File: config.mk
export PLATFORM = sky130hd
export DESIGN_NAME = mem_port_arbiter
export DESIGN_NICKNAME = d
export VERILOG_FILES = /design/src/rtl/mem_arb_pkg.sv /design/src/rtl/mem_arb_lat_cnt.sv /design/src/rtl/mem_port_arbiter.sv
export SDC_FILE = /design/constraint.sdc
export NUM_CORES = 1
export LEC_CHECK = 0
export CAP_MARGIN = 25
export CELL_PAD_IN_SITES_DETAIL_PLACEMENT = 1
export CELL_PAD_IN_SITES_GLOBAL_PLACEMENT = 1
export CORE_MARGIN = 1
export CORE_UTILIZATION = 31
export CTS_CLUSTER_DIAMETER = 80
export DETAILED_ROUTE_END_ITERATION = 12
export PLACE_DENSITY_LB_ADDON = 0.1
export SYNTH_ARGS = -nofsm -noshare
export SYNTH_HDL_FRONTEND = slang
export SYNTH_HIERARCHICAL = 1
export SYNTH_SLANG_ARGS = --single-unit
File: constraint.sdc
create_clock -name clk -period 2.2 [get_ports clk]
set_clock_uncertainty 0.2 [all_clocks]
set_input_delay 0.33 -clock clk [delete_from_list [all_inputs] [get_ports clk]]
set_output_delay 0.33 -clock clk [all_outputs]
set_load 0.005 [all_outputs]
File: src/rtl/mem_arb_pkg.sv
// Shared types for the unified-memory port arbiter: FSM states and port owner.
package mem_arb_pkg;

  localparam int unsigned STATE_W = 2;

  typedef enum logic [STATE_W-1:0] {
    IDLE  = 2'd0,
    ISSUE = 2'd1,
    WAIT  = 2'd2
  } state_t;

  typedef enum logic {
    OWN_I = 1'b0,
    OWN_D = 1'b1
  } owner_t;

endpackage

File: src/rtl/mem_arb_lat_cnt.sv
// Loadable down-counter timing the memory access latency; done_c flags a zero count.
module mem_arb_lat_cnt #(
  parameter int unsigned MEM_LAT = 2
) (
  input  logic clk,
  input  logic reset_in,
  input  logic load,
  input  logic dec,
  output logic done_c
);

  localparam int unsigned CNT_W = (MEM_LAT > 1) ? $clog2(MEM_LAT) : 1;

  logic [CNT_W-1:0] cnt;

  always_ff @(posedge clk or negedge reset_in) begin
    if (!reset_in) begin
      cnt <= '0;
    end else if (load) begin
      cnt <= CNT_W'(MEM_LAT - 1);
    end else if (dec && (cnt != '0)) begin
      cnt <= cnt - CNT_W'(1);
    end
  end

  assign done_c = (cnt == '0);

endmodule

File: src/rtl/mem_port_arbiter.sv
// Arbitrates fetch (I) and load/store (D) requesters onto one fixed-latency memory port.
// Optional ARB_ROUND_ROBIN_EN: alternate conflict winner; otherwise D always wins a conflict.
module mem_port_arbiter
  import mem_arb_pkg::*;
#(
  parameter int unsigned ADDR_W  = 32,
  parameter int unsigned DATA_W  = 32,
  parameter int unsigned MEM_LAT = 2
) (
  input  logic              clk,
  input  logic              reset_in,
  input  logic              i_req,
  input  logic [ADDR_W-1:0] i_addr,
  output logic              i_gnt,
  output logic              i_rvalid,
  output logic [DATA_W-1:0] i_rdata,
  input  logic              d_req,
  input  logic              d_we,
  input  logic [ADDR_W-1:0] d_addr,
  input  logic [DATA_W-1:0] d_wdata,
  output logic              d_gnt,
  output logic              d_rvalid,
  output logic [DATA_W-1:0] d_rdata,
  output logic              mem_en,
  output logic              mem_we,
  output logic [ADDR_W-1:0] mem_addr,
  output logic [DATA_W-1:0] mem_wdata,
  input  logic [DATA_W-1:0] mem_rdata,
  output logic              busy
);

  if (MEM_LAT < 1) begin : g_lat_check
    $error("mem_port_arbiter: MEM_LAT must be at least 1");
  end

  state_t state, state_nxt;
  owner_t owner, win_c;
  logic   take_c, load_c, done_c, cmd_we;
`ifdef ARB_ROUND_ROBIN_EN
  owner_t last_owner;
`endif

  // Conflict resolution: D is the older instruction unless round-robin is enabled.
  always_comb begin
    win_c = d_req ? OWN_D : OWN_I;
`ifdef ARB_ROUND_ROBIN_EN
    if (i_req && d_req) win_c = (last_owner == OWN_I) ? OWN_D : OWN_I;
`endif
  end

  always_comb begin
    state_nxt = state;
    take_c    = 1'b0;
    load_c    = 1'b0;
    case (state)
      IDLE: begin
        if (i_req || d_req) begin
          state_nxt = ISSUE;
          take_c    = 1'b1;
        end
      end
      ISSUE: begin
        state_nxt = WAIT;
        load_c    = 1'b1;
      end
      WAIT: begin
        if (done_c) state_nxt = IDLE;
      end
      default: state_nxt = IDLE;
    endcase
  end

  mem_arb_lat_cnt #(.MEM_LAT(MEM_LAT)) u_lat_cnt (
    .clk      (clk),
    .reset_in (reset_in),
    .load     (load_c),
    .dec      (state == WAIT),
    .done_c   (done_c)
  );

  // Outputs are decoded from the next state so they line up with the state they describe.
  always_ff @(posedge clk or negedge reset_in) begin
    if (!reset_in) begin
      state      <= IDLE;
      owner      <= OWN_I;
      cmd_we     <= 1'b0;
      busy       <= 1'b0;
      i_gnt      <= 1'b0;
      d_gnt      <= 1'b0;
      i_rvalid   <= 1'b0;
      d_rvalid   <= 1'b0;
      i_rdata    <= '0;
      d_rdata    <= '0;
      mem_en     <= 1'b0;
      mem_we     <= 1'b0;
      mem_addr   <= '0;
      mem_wdata  <= '0;
`ifdef ARB_ROUND_ROBIN_EN
      last_owner <= OWN_I;
`endif
    end else begin
      state    <= state_nxt;
      busy     <= (state_nxt != IDLE);
      i_gnt    <= 1'b0;
      d_gnt    <= 1'b0;
      mem_en   <= 1'b0;
      i_rvalid <= 1'b0;
      d_rvalid <= 1'b0;
      if (take_c) begin
        owner     <= win_c;
        cmd_we    <= (win_c == OWN_D) && d_we;
        mem_we    <= (win_c == OWN_D) && d_we;
        mem_addr  <= (win_c == OWN_D) ? d_addr : i_addr;
        mem_wdata <= (win_c == OWN_D) ? d_wdata : '0;
        mem_en    <= 1'b1;
        i_gnt     <= (win_c == OWN_I);
        d_gnt     <= (win_c == OWN_D);
`ifdef ARB_ROUND_ROBIN_EN
        last_owner <= win_c;
`endif
      end
      if (load_c) mem_we <= 1'b0;
      if ((state == WAIT) && done_c) begin
        if (owner == OWN_I) begin
          i_rdata  <= mem_rdata;
          i_rvalid <= 1'b1;
        end else begin
          d_rvalid <= 1'b1;
          if (!cmd_we) d_rdata <= mem_rdata;
        end
      end
    end
  end

endmodule

Word-level counts from Yosys, hierarchy flattened
Index checks and enable logic that the tools add are counted.
Operators by class
  add/subtract/negate cells: 1
  multiply operators: 0
  divide/modulo/power cells: 0
  order comparisons: 0
  equality and inequality tests: 2
  shifts and indexed selects: 0
  multiplexer cells: 20
  bitwise gates (word level): 4
  reductions and logical operators: 10
Operators with widths (count)
  $mux W32: 2
  $mux W1: 15
  $pmux W2 S3: 1
  $reduce_bool A2 Y1: 3
  $mux W2: 2
  $not A1 Y1: 4
  $logic_and A1 B1 Y1: 3
  $reduce_and A3 Y1: 1
  $eq A2 B1 Y1 const B: 1
  $eq A2 B2 Y1 const B: 1
  $logic_not A2 Y1: 1
  $reduce_and A2 Y1: 1
  $logic_or A1 B1 Y1: 1
  $sub A1 B1 Y1 const B: 1
Storage, ports and cells
  register bits: 140
  latch bits: 0
  RAM bits: 0
  bits in read-only memories: 0
  input bits: 133
  output and inout port bits: 135
  word-level logic and storage cells: 52
  memories: 0

Longest topological paths before layout
Gate-level depths: netlist (run 1).
  word-level depth: 5
  depth in mapped cells: 5

Hierarchy
Netlist (run 1), hierarchy kept.
Modules (own cells, without submodules)
  mem_port_arbiter: instances 1, cells each 381, area an instance 5295.1 um^2
  mem_arb_lat_cnt: instances 1, cells each 3, area an instance 40.0 um^2

Least setup slack after synthesis (run 1)
OpenSTA, ideal clock, no wires.
  path kind: register to register
  start point: register state[0]
  end point: register i_rdata[10]
  setup time: 0.125 ns
  arrival time: 1.484 ns
  slack: 0.391 ns
  cell stages (with the launch flop): 5
  cell sequence: dfrtp_1 nand2b_2 nor3b_4 buf_6 mux2_2
Between the ends
  cells in the longest elaborated chain, start to end: 3
RTL lines
  from (decl): line mem_port_arbiter.sv:36  | state_t state, state_nxt;
  from (signal assigned): line mem_port_arbiter.sv:102  | state <= state_nxt;
  $eq A2 B2 Y1: line mem_port_arbiter.sv:123  | if ((state == WAIT) && done_c) begin
  $logic_and A1 B1 Y1: line mem_port_arbiter.sv:123
  $reduce_and A2 Y1 (no line)
  to (signal assigned): line mem_port_arbiter.sv:125  | i_rdata <= mem_rdata;
  to (decl): line mem_port_arbiter.sv:16  | output logic [DATA_W-1:0] i_rdata,
No other way between the ends.
A chain may end at the register's enable or synchronous reset.

Final worst setup path (run 1)
  start point: register state[0]
  end point: register i_rdata[12]
Same word-level chain as after synthesis.

==> results of run 1 <==
==> power by group <==
group,internal (µW),total (µW),leakage [µW],switching [µW]
Sequential,3790,4450,0.00173,663
Combinational,3230,5040,0.00181,1810
Clock,1840,2900,0.000294,1050
==> kinds of logic (layout without fill, tap and decap cells) <==
family | count (synthesis) | count (layout) | share of synthesized area, %
mux | 64 | 64 | 13.5
buf+inv | 30 | 317 | 2.86
simple gates | 47 | 47 | 4.34
flops | 140 | 140 | 65.7
compound gates | 103 | 103 | 13.6
==> metal layers <==
layer / global-route usage, % / up-vias / part of all wire [%]
li1: - / 1937 / -
met1: 21.2 / 2085 / 40
met2: 32.8 / 173 / 51
met3: 6.28 / 19 / 7.1
met4: 5.93 / 0 / 1.7
met5: 0 / - / 0
==> what timing repair did <==
| action | CTS | global route |
|---|---|---|
| hold endpoints to repair | 46 | 0 |
| endpoints found under the setup margin | 0 | 0 |
| hold buffers | 1 | 0 |
==> critical path: cells and delay by family (launching register included) <==
kind,cells,cell delay [ps]
AND/OR/NAND/NOR,2,540
buffers and inverters,1,250
multiplexers,1,370
flip-flops,1,460
==> metrics by stage <==
stage	power (µW)	setup slack [ps]	cells
global placement	9430	269	858
CTS	12600	248	891
finish	12400	256	891
floorplan	6260	391	384
global route	13200	185	891
detailed placement	9610	250	858
==> layout make-up <==
class                      count  area share [%]
multi-input combinational    214            19.0
sequential                   140            39.1
clock inverter                10            1.55
tap                          220            3.07
timing repair buffer         281            32.0
clock buffer                  22            5.18
inverter                       4           0.167
==> state kept, by name, summed over array words and instances, names as in the netlist, 2 cells and up <==
| signal | cells |
|---|---|
| d_rdata | 32 |
| i_rdata | 32 |
| mem_addr | 32 |
| mem_wdata | 32 |
| state | 2 |
==> Yosys cell counts (2+ instances only) <==
| library cell | instances | area, µm² |
|---|---|---|
| a22o_1 | 32 | 280 |
| a22oi_1 | 32 | 240 |
| buf_2 | 5 | 25.0 |
| buf_4 | 3 | 22.5 |
| buf_6 | 3 | 33.8 |
| clkbuf_1 | 15 | 56.3 |
| dfrtp_1 | 140 | 3500 |
| inv_1 | 3 | 11.3 |
| mux2_1 | 2 | 22.5 |
| mux2_2 | 62 | 698 |
| nand2_1 | 36 | 135 |
| nor2_1 | 3 | 11.3 |
| o21ai_0 | 34 | 170 |
==> path summary, 6_finish.rpt <==
| path | startpoint | to | slack (ps) | depth (start not counted) |
|---|---|---|---|---|
| max in group asynchronous | reset_in | mem_addr[2]$_DFFE_PN0P_ | 940 | 3 |
| worst max-delay path | state[0]$_DFF_PN0_ | i_rdata[12]$_DFFE_PN0P_ | 260 | 4 |
| min in group clk | d_rdata[5]$_DFFE_PN0P_ | d_rdata[5]$_DFFE_PN0P_ | 290 | 1 |
| worst min register to register | d_rdata[5]$_DFFE_PN0P_ | d_rdata[5]$_DFFE_PN0P_ | 290 | 1 |
| worst min-delay path | reset_in | d_rdata[23]$_DFFE_PN0P_ | 220 | 2 |
| worst max register to register | state[0]$_DFF_PN0_ | i_rdata[12]$_DFFE_PN0P_ | 260 | 4 |
==> out/results.txt, run 1 <==
die area: 0.0177 mm²
crit end category: flop
vias in the first global route: 4741
antenna violations before repair: 0
first-pass GRT wire length: 25300 µm
Power per Cell Area: 1380 mW/mm²
Initial Utilization: 31.9%
Max-slew headroom: 69.8%
pin count of the biggest net entering global routing: 53
Setup CP Type: flop to flop
Slowest-stage cell, CP: dfrtp_1
fraction of registers with async set/reset: 100%
DR pass1 iterations: 4
Vias: 4214
setup repair bufs after CTS: 0
DRC viols: 0
CTS tree: done
post-cts repair resize count: 0
post-synthesis cell type count: 27
crit path max fanout: 33
num rows: 47
Sequential Area: 0.00350 mm²
per-cell routed wire length: 17.8 µm
Fin Setup TNS: 0 ps
Max Root-Sink Buffers: 2
WP data arrival: 2030 ps
most common cell after layout, fill and taps aside: clkdlybuf4s50_1
Initial DRC Count: 153
Root Buffer: clkbuf_16
worst slew pin tran: 452 ps
Synth Net Count: 517
syn_area_per_cell: 13.9 µm²
sequential share of the synthesized area: 65.7%
crit path cell chain: nand2b_2 -> nor3b_4 -> buf_12 -> mux2_2
H-tree Lvls: 4
dpl cell area: 0.00835 mm²
data required time of the critical path: 2290 ps
diode count: 0
crit start category: flop
Tot GR Track Use: 18.6%
Area Overhead vs Synth: 68.0%
Total Wirelength: 15900 µm
die extent in x: 133 µm
Hold WS: 220 ps
status: finished clean
RSZ-0062 raised after global routing: false
Post-DP HPWL: 11600 µm
Max Slew Vio Count: 0
Clock transition at path regs: 60 ps
routed vias/inst: 4.73
area of the multi-input gates: 0.00170 mm²
layout cell share with drive strength beyond 1: 17.0%
port buffer count: 267
GR Overflow Total: 0
final setup violation count: 0
period utilisation layout: 88.4%
min cycle time layout: 1940 ps
routability cong.: 0.775
Final Hold Viols: 0
Post-synth EDFFs: 0
Fmax achieved: 514 MHz
Core Region: 0.0167 mm²
Max stage delay on crit path: 460 ps
ANT nets after route: 0
clk_lat worst skew: 410 ps
VDD IR max: 0.000547 V
ys flop type: dfrtp_1
CTS Sinks: 140
Post-Syn Area: 0.00534 mm²
Mapped Cells: 384
highest-count cells in the layout ignoring fill and taps: clkdlybuf4s50_1 (266), dfrtp_1 (140), mux2_2 (62)
Yosys reg bits: 140
IO Count: 268
fillers: 1691
Nets: 791
Pleak: 0.00384 µW
total number of yosys warnings: 6
Hold/Removal Path Class: input pin to asynchronous set/reset pin
Max Cap Viol: 0
Finished Core Util: 53.7%
fin area: 0.00896 mm²
chip height: 133 µm
TritonCTS Buffers: 17
(Power assumes the default switching activity.)
==> inputs of run 2 (changes only) <==
Settings changed: SKIP_CTS_REPAIR_TIMING set to 1.
==> results of run 2 <==
Same layout as run 1: the final DEF is identical, and so are final timing and power.
Main changes from that run: via count of the first global-routing pass 4741 -> 4742; met2 usage 32.8% -> 32.7%
==> inputs of run 3 (changes only) <==
Settings changed: SLEW_MARGIN set to 15.
==> results of run 3 <==
Same layout as run 1: the final DEF is identical, and so are final timing and power.
Main changes from that run: via count of the first global-routing pass 4741 -> 4742; met2 usage 32.8% -> 32.7%
